## src/rtl/debug_hart_ctrl.sv

```systemverilog
// -----------------------------------------------------------------------------
// debug_hart_ctrl
//
// Takes Debug Module commands and sequences them onto the core debug interface.
// Commands are halt, resume, GPR read/write and CSR read/write. Exactly one
// command is in flight at a time, and every accepted command produces exactly
// one response. Register strobes are only issued while the core is halted.
//
// Optional feature:
//   DEBUG_CSR_ACCESS_EN - when defined, regnos 0x0000-0x0FFF reach the CSR port.
//                         When undefined, CSR regnos are rejected with err=1,
//                         the csr_* outputs stay 0 and csr_rdata_i is ignored.
//
// Ports:
//   clk, rst_n                 clock, asynchronous active-low reset
//   req_valid_i/req_ready_o    command handshake (ready only in IDLE)
//   req_op_i                   0=read reg, 1=write reg, 2=halt, 3=resume
//   req_regno_i                0x0000-0x0FFF CSR, 0x1000-0x101F GPR x0-x31
//   req_wdata_i                write data
//   rsp_valid_o/rsp_ready_i    response handshake
//   rsp_err_o, rsp_rdata_o     status, and read data (0 unless a good read)
//   halted_i                   core is in debug halt
//   haltreq_o, resumereq_o     halt/resume request levels
//   gpr_wr_o/index/wdata/rdata GPR access port
//   csr_wr_o/index/wdata/rdata CSR access port
// -----------------------------------------------------------------------------
module debug_hart_ctrl #(
  parameter int XLEN         = 64,
  parameter int HALT_TIMEOUT = 1024,
  parameter int TMO_BITS     = 11
) (
  input  logic            clk,
  input  logic            rst_n,
  input  logic            req_valid_i,
  output logic            req_ready_o,
  input  logic [1:0]      req_op_i,
  input  logic [15:0]     req_regno_i,
  input  logic [XLEN-1:0] req_wdata_i,
  output logic            rsp_valid_o,
  input  logic            rsp_ready_i,
  output logic            rsp_err_o,
  output logic [XLEN-1:0] rsp_rdata_o,
  input  logic            halted_i,
  output logic            haltreq_o,
  output logic            resumereq_o,
  output logic            gpr_wr_o,
  output logic [4:0]      gpr_index_o,
  output logic [XLEN-1:0] gpr_wdata_o,
  input  logic [XLEN-1:0] gpr_rdata_i,
  output logic            csr_wr_o,
  output logic [11:0]     csr_index_o,
  output logic [XLEN-1:0] csr_wdata_o,
  input  logic [XLEN-1:0] csr_rdata_i
);

  typedef enum logic [2:0] {
    IDLE,
    HALT_WAIT,
    RESUME_WAIT,
    ACCESS,
    READ,
    RESP
  } state_t;

  localparam logic [1:0] OP_READ   = 2'd0;
  localparam logic [1:0] OP_WRITE  = 2'd1;
  localparam logic [1:0] OP_HALT   = 2'd2;
  localparam logic [1:0] OP_RESUME = 2'd3;

  localparam logic [TMO_BITS-1:0] TMO_LAST = TMO_BITS'(HALT_TIMEOUT - 1);

  // CSR path enable and the read-data source for the CSR side.
  logic [XLEN-1:0] csr_rdata_sel;
`ifdef DEBUG_CSR_ACCESS_EN
  localparam bit CSR_EN = 1'b1;
  assign csr_rdata_sel = csr_rdata_i;
`else
  localparam bit CSR_EN = 1'b0;
  assign csr_rdata_sel = '0;
  logic unused_csr_rdata;
  assign unused_csr_rdata = ^csr_rdata_i;
`endif

  state_t              state;
  logic [TMO_BITS-1:0] tmo_cnt;
  logic                op_write_q;  // latched: command is a write
  logic                tgt_gpr_q;   // latched: target is the GPR port

  // Request decode, evaluated in the acceptance cycle.
  logic is_gpr;
  logic is_csr;
  logic access_legal;

  assign is_gpr       = (req_regno_i[15:5] == 11'h080);   // 0x1000-0x101F
  assign is_csr       = (req_regno_i[15:12] == 4'h0);     // 0x0000-0x0FFF
  assign access_legal = halted_i & (is_gpr | (CSR_EN & is_csr));

  assign req_ready_o = (state == IDLE);

  always_ff @(posedge clk or negedge rst_n) begin
    if (!rst_n) begin
      state       <= IDLE;
      tmo_cnt     <= '0;
      op_write_q  <= 1'b0;
      tgt_gpr_q   <= 1'b0;
      rsp_valid_o <= 1'b0;
      rsp_err_o   <= 1'b0;
      rsp_rdata_o <= '0;
      haltreq_o   <= 1'b0;
      resumereq_o <= 1'b0;
      gpr_wr_o    <= 1'b0;
      gpr_index_o <= '0;
      gpr_wdata_o <= '0;
      csr_wr_o    <= 1'b0;
      csr_index_o <= '0;
      csr_wdata_o <= '0;
    end else begin
      case (state)
        IDLE: begin
          if (req_valid_i) begin
            op_write_q <= (req_op_i == OP_WRITE);
            tgt_gpr_q  <= is_gpr;
            tmo_cnt    <= '0;
            case (req_op_i)
              OP_HALT: begin
                if (halted_i) begin
                  state       <= RESP;
                  rsp_valid_o <= 1'b1;
                  rsp_err_o   <= 1'b0;
                  rsp_rdata_o <= '0;
                end else begin
                  state     <= HALT_WAIT;
                  haltreq_o <= 1'b1;
                end
              end
              OP_RESUME: begin
                if (!halted_i) begin
                  state       <= RESP;
                  rsp_valid_o <= 1'b1;
                  rsp_err_o   <= 1'b0;
                  rsp_rdata_o <= '0;
                end else begin
                  state       <= RESUME_WAIT;
                  resumereq_o <= 1'b1;
                end
              end
              default: begin  // OP_READ / OP_WRITE
                if (!access_legal) begin
                  // Rejected without touching the register ports.
                  state       <= RESP;
                  rsp_valid_o <= 1'b1;
                  rsp_err_o   <= 1'b1;
                  rsp_rdata_o <= '0;
                end else begin
                  state <= ACCESS;
                  if (is_gpr) begin
                    gpr_index_o <= req_regno_i[4:0];
                    gpr_wdata_o <= req_wdata_i;
                    gpr_wr_o    <= (req_op_i == OP_WRITE);
                  end else if (CSR_EN) begin
                    csr_index_o <= req_regno_i[11:0];
                    csr_wdata_o <= req_wdata_i;
                    csr_wr_o    <= (req_op_i == OP_WRITE);
                  end
                end
              end
            endcase
          end
        end

        HALT_WAIT: begin
          if (halted_i || tmo_cnt == TMO_LAST) begin
            state       <= RESP;
            haltreq_o   <= 1'b0;
            rsp_valid_o <= 1'b1;
            rsp_err_o   <= ~halted_i;
            rsp_rdata_o <= '0;
          end else if (tmo_cnt != '1) begin
            tmo_cnt <= tmo_cnt + 1'b1;
          end
        end

        RESUME_WAIT: begin
          if (!halted_i || tmo_cnt == TMO_LAST) begin
            state       <= RESP;
            resumereq_o <= 1'b0;
            rsp_valid_o <= 1'b1;
            rsp_err_o   <= halted_i;
            rsp_rdata_o <= '0;
          end else if (tmo_cnt != '1) begin
            tmo_cnt <= tmo_cnt + 1'b1;
          end
        end

        ACCESS: begin
          // Write strobes last exactly this one cycle.
          gpr_wr_o <= 1'b0;
          csr_wr_o <= 1'b0;
          if (op_write_q) begin
            state       <= RESP;
            rsp_valid_o <= 1'b1;
            rsp_err_o   <= 1'b0;
            rsp_rdata_o <= '0;
          end else begin
            state <= READ;
          end
        end

        READ: begin
          // Index has been stable for a full cycle; read data is valid now.
          state       <= RESP;
          rsp_valid_o <= 1'b1;
          rsp_err_o   <= 1'b0;
          rsp_rdata_o <= tgt_gpr_q ? gpr_rdata_i : csr_rdata_sel;
        end

        RESP: begin
          if (rsp_ready_i) begin
            state       <= IDLE;
            rsp_valid_o <= 1'b0;
            rsp_err_o   <= 1'b0;
            rsp_rdata_o <= '0;
          end
        end

        default: state <= IDLE;
      endcase
    end
  end

endmodule

```

## config.mk

```make
export PLATFORM = sky130hd
export DESIGN_NAME = debug_hart_ctrl
export DESIGN_NICKNAME = d
export VERILOG_FILES = /design/src/rtl/debug_hart_ctrl.sv
export SDC_FILE = /design/constraint.sdc
export NUM_CORES = 1
export LEC_CHECK = 0
export ABC_AREA = 0
export CAP_MARGIN = 20
export CORE_AREA = 10 10 159 161
export DETAILED_ROUTE_END_ITERATION = 10
export DIE_AREA = 0 0 169 171
export PLACE_DENSITY = 0.72
export SLEW_MARGIN = 0
export SYNTH_ARGS = -nofsm -noshare
export SYNTH_HDL_FRONTEND = slang
export SYNTH_SLANG_ARGS = --single-unit
```

## constraint.sdc

```tcl
create_clock -name clk -period 2.8 [get_ports clk]
set_input_delay 0.28 -clock clk [delete_from_list [all_inputs] [get_ports clk]]
set_output_delay 0.28 -clock clk [all_outputs]
set_load 0.02 [all_outputs]
```

# Yosys cells after proc, flatten, opt, wreduce, memory -nomap -nowiden
# Cells that the tools add are included.
word_totals:
  regBits: 154
  wordCells: 119
  out_inout_bits: 216
  inputBits: 215
classes:
  reduce_logical: 18
  n_mux: 57
  n_eq_ne: 28
  bitwise: 3
  add_sub_neg: 1
ops:
  columns: ["cell", "n"]
  rows:
  - ["$mux 64", 9]
  - ["$pmux 64 s6", 1]
  - ["$pmux 64 s2", 1]
  - ["$mux 11", 4]
  - ["$pmux 11 s3", 1]
  - ["$mux 1", 25]
  - ["$mux 3", 7]
  - ["$reduce_and 5->1", 4]
  - ["$ne 2x2->1 const B", 9]
  - ["$pmux 3 s6", 1]
  - ["$pmux 1 s6", 2]
  - ["$add 11x1->11 const B", 1]
  - ["$eq 11x10->1 const B", 1]
  - ["$eq 11x8->1 const B", 1]
  - ["$ne 11x11->1 const B", 1]
  - ["$ne 2x1->1 const B", 5]
  - ["$pmux 1 s2", 5]
  - ["$reduce_and 9->1", 1]
  - ["$reduce_and 4->1", 2]
  - ["$eq 3x2->1 const B", 2]
  - ["$eq 3x3->1 const B", 2]
  - ["$ne 3x3->1 const B", 2]
  - ["$pmux 3 s2", 1]
  - ["$reduce_bool 2->1", 3]
  - ["13 further kinds", 16]

# Logic depth before layout (Yosys ltp)
depth:
  word_depth: 6
  mapped_depth: 9

# Worst setup path before layout
# OpenSTA, ideal clock, no wires.
synth_timing:
  path_type: "register -> register"
  from: "register state[1]"
  to: "register rsp_err_o"
  synth_period_minus_slack_ns: 2.253
  arrival_ns: 2.126
  stages_incl_launch_ff: 8
  slack_ns: 0.547
  t_required_ns: 2.672
  path_cell_list: "dfrtp_1 buf_2 nor3_1 a211oi_1 and3_1 clkbuf_1 buf_6 mux2_1"
synth_between:
  elab_chain_cells: 3
  elab_cells_between_ends: 17
synth_rtl:
  columns: ["item", "line", "source"]
  rows:
  - ["start: declaration", "84", "state_t state;"]
  - ["start signal: assignment", "102", "state <= IDLE;"]
  - ["start signal: assignment", "127", "state <= RESP;"]
  - ["start signal: assignment", "132", "state <= HALT_WAIT;"]
  - ["$logic_not 3->1 *", null, null]
  - ["net req_ready_o", "35", "output logic req_ready_o,"]
  - ["$ne 4x2->1 (no source line) (tied with other cells)", null, null]
  - ["$reduce_and 9->1 (no source line)", null, null]
  - ["end signal: assignment", "176", "rsp_err_o <= ~halted_i;"]
  - ["end signal: assignment", "188", "rsp_err_o <= halted_i;"]
  - ["end: declaration", "41", "output logic rsp_err_o,"]
# Mark *: on every way through the listed nets, which the timed path passes. The rest lies on a longest branch.
# A chain may end at the register's enable or synchronous reset.

# Final worst setup path
layout_timing:
  from: "register state[0]"
  to: "output req_ready_o"
layout_between:
  elab_chain_cells: 1
layout_rtl:
  columns: ["item", "line", "source"]
  rows:
  - ["$logic_not 3->1", "98", "assign req_ready_o = (state == IDLE);"]
  - ["end: declaration", "35", null]
# No other way between the ends.

==> flow_metrics.py <==
metrics = {
    "cts": {
        "ctsLongestPathBuffers": 2,
        "root_buffer": "clkbuf_16",
        "cts_resized": 0,
        "htree_levels": 4,
        "cts.sinks": 154,
        "post_cts_buffers": 0,
        "cts_tree": "built",
        "numCtsBuffers": 17,
        "clk_pin_slew_ns": 0.08,
        "insertion_delay_ns": 0.42,
    },
    "floorplan": {
        "row_count": 55,
        "fp.dieH_um": 171,
        "fp.dieW_um": 169,
        "die_area_sq_um": 28900,
        "initial_utilization_pct": 32.50,
        "coreArea_sq_um": 22230,
        "ios": 431,
    },
    "cells_and_area": {
        "nFillCells": 2036,
        "final_common_cell": "clkdlybuf4s50_1",
        "layout_common_cells": "clkdlybuf4s50_1 (288), dfrtp_1 (154), nand2_1 (77), conb_1 (77), mux2_2 (70)",
        "syn_to_final_growth_pct": 49.60,
        "fin_nets": 1151,
        "stdcell_area_sq_um": 10810,
        "diodes": 0,
        "multi_input_area_sq_um": 2698,
        "drive_above_1_share_pct": 12.78,
        "ff_latch_area_sq_um": 3854,
    },
    "logic_synthesis": {
        "syn_avg_cell_area_sq_um": 11.27,
        "ys_seq_area_share_pct": 53.34,
        "ys_async_sr_fraction_pct": 100.0,
        "synth_cell_types": 46,
        "postSynthCellCount": 641,
        "ys_warn_count": 76,
        "synth_ff_type": "dfrtp_1",
        "synth_edf_count": 0,
        "syn_area_sq_um": 7224,
        "synth.ff_latch_count": 154,
    },
    "worst_setup_path": {
        "crit_path_end_kind": "output pin",
        "timing.critical_path.arrival_ns": 2.36,
        "worstSetupPathType": "reg -> out",
        "cp_data_required_time_ns": 2.52,
        "crit_fanout": 14,
        "start_kind": "flip-flop",
    },
    "grt": {
        "antenna_found_initial": 0,
        "grt_max_degree": 70,
        "first_global_vias": 5826,
        "grt.total_usage_pct": 14.53,
        "overflow": 0,
        "grt_pass1_wl_um": 33200,
    },
    "place": {
        "hpwlAfterDp_um": 16800,
        "place_area_sq_um": 10200,
        "place_ws_ns": 0.1764,
        "portBuffers": 289,
        "place_congestion": 0.7845,
    },
    "sta": {
        "setup_tns_ns": 0,
        "period_share_pct": 94.41,
        "rsz0062_at_grt": "false",
        "relSlewSlack_pct": 60.53,
        "fmax_mhz": 378.3,
        "fin_skew_ns": 0.01724,
        "hold_viol": 0,
        "setup_viol": 0,
        "holdWs_ns": 0.3952,
        "worst_slack_ns": 0.1566,
        "maxSlewViolCount": 0,
        "worstMarginPinSlew_ns": 0.5881,
        "fin_crit_ns": 2.643,
    },
    "detailed_routing": {
        "drtPass1Iterations": 4,
        "wire_per_inst_um": 17.71,
        "route.final.wire_length_um": 21810,
        "postRouteAntennaNets": 0,
        "vias": 5362,
        "via_per_inst": 4.352,
        "drt_iter0_drc": 231,
        "drc": 0,
    },
    "power": {
        "p_leak_nw": 4.972,
        "power.density_nw_per_um2": 572.2,
        "ir_drop_v": 0.0004511,
    },
    "hold_path": {
        "holdCritPathClass": "in -> async",
    },
    "run_status": {
        "status": "completed",
    },
    "flow_run": {
        "maxCapViolations": 0,
    },
}
-- worst max-delay path: stages (launching register included) --
cell and delay, ns:
dfrtp_1 0.54, buf_4 0.24, nor3_1 0.44, clkdlybuf4s50_1 0.72
-- per-stage QoR --
| step | power, mW | std cells | util (%) |
|---|---|---|---|
| 5_1_grt | 6.508 | 1232 | 48.62 |
| 2_1_floorplan | 3.475 | 717 | - |
| 4_1_cts | 6.287 | 1232 | 48.62 |
| 3_5_place_dp | 3.888 | 1199 | 45.89 |
| 6_report | 6.184 | 1232 | 48.62 |
| 3_3_place_gp | 3.871 | 1199 | 45.89 |
-- what timing repair did --
item / in CTS / in global routing
endpoints found under the hold margin: 51 / 0
hold buffers: 1 / 0
endpoints found under the setup margin: 0 / 0
-- final cells by class --
class / count / share of cell area [%]
Timing Repair Buffer: 304 / 28.19
Clock buffer: 17 / 3.936
Sequential cell: 154 / 35.66
Clock inverter: 15 / 1.598
Multi-Input combinational cell: 389 / 24.96
Tap cell: 285 / 3.299
Inverter: 68 / 2.362
-- power breakdown --
group	total [mW]	internal [mW]	switching, mW
combinational	1.47	0.693	0.777
sequential	2.35	2.28	0.0774
clock	2.36	1.28	1.08
total	6.18	4.25	1.93
-- kinds of logic after synthesis --
group                    share of synthesized area (%)
buffers and inverters                            13.72
XOR/XNOR                                        0.1213
AND/OR/NAND/NOR                                  8.521
other                                          0.05191
AO/OA/AOI/OAI                                    3.810
adder cells (fa/ha/maj)                         0.3463
flip-flops                                       53.34
multiplexers                                     20.09
-- synth_stat cells (all sizes together), types with 2 or more instances --
| library cell | count | area (sq um) |
|---|---|---|
| and2 | 3 | 18.77 |
| nand3 | 9 | 45.04 |
| o31ai | 7 | 52.55 |
| and4 | 3 | 26.28 |
| inv | 68 | 255.2 |
| mux2i | 64 | 640.6 |
| and4b | 2 | 20.02 |
| nor3 | 5 | 36.29 |
| nand2b | 3 | 18.77 |
| a21oi | 4 | 20.02 |
| mux2 | 72 | 810.8 |
| dfrtp | 154 | 3854 |
| nor4 | 2 | 12.51 |
| nand2 | 77 | 289.0 |
| buf | 95 | 694.4 |
| nor2 | 8 | 30.03 |
| clkbuf | 11 | 41.29 |
| o21ai | 21 | 105.1 |
| ha | 2 | 25.02 |
| a31oi | 4 | 25.02 |
| nor2b | 3 | 18.77 |
| or3b | 2 | 17.52 |
| nand3b | 2 | 15.01 |
| nor3b | 4 | 30.03 |
-- sequential cells by signal (all words and copies together) (netlist names) --
signal,flops
haltreq_o,1
rsp_err_o,1
op_write_q,1
rsp_valid_o,1
tmo_cnt,11
resumereq_o,1
rsp_rdata_o,64
state,3
gpr_wr_o,1
gpr_index_o,5
tgt_gpr_q,1
gpr_wdata_o,64
-- per-layer routing --
metal	wire (um)	global-route usage (%)	up-vias	share of wire [%]
met4	154	2.889	0	0.71
met5	0	0	-	0
met3	2728	8.924	10	13
li1	-	-	2535	-
met2	10450	23.42	238	48
met1	8478	16.15	2579	39
-- path summary, 6_finish.rpt --
path,start,endpoint,slack [ns],cells past startpoint
min in group clk,gpr_rdata_i[16],rsp_rdata_o[16],0.40,3
worst min register to register,tmo_cnt[10],tmo_cnt[10],0.49,1
max in group asynchronous,rst_n,tmo_cnt[10],1.57,3
worst max-delay path,state[0],req_ready_o,0.16,3
worst max register to register,tmo_cnt[0],rsp_rdata_o[32],0.31,7
worst min-delay path,rst_n,gpr_wdata_o[0],0.40,2
Note: power is estimated with default switching activity, not from simulation.
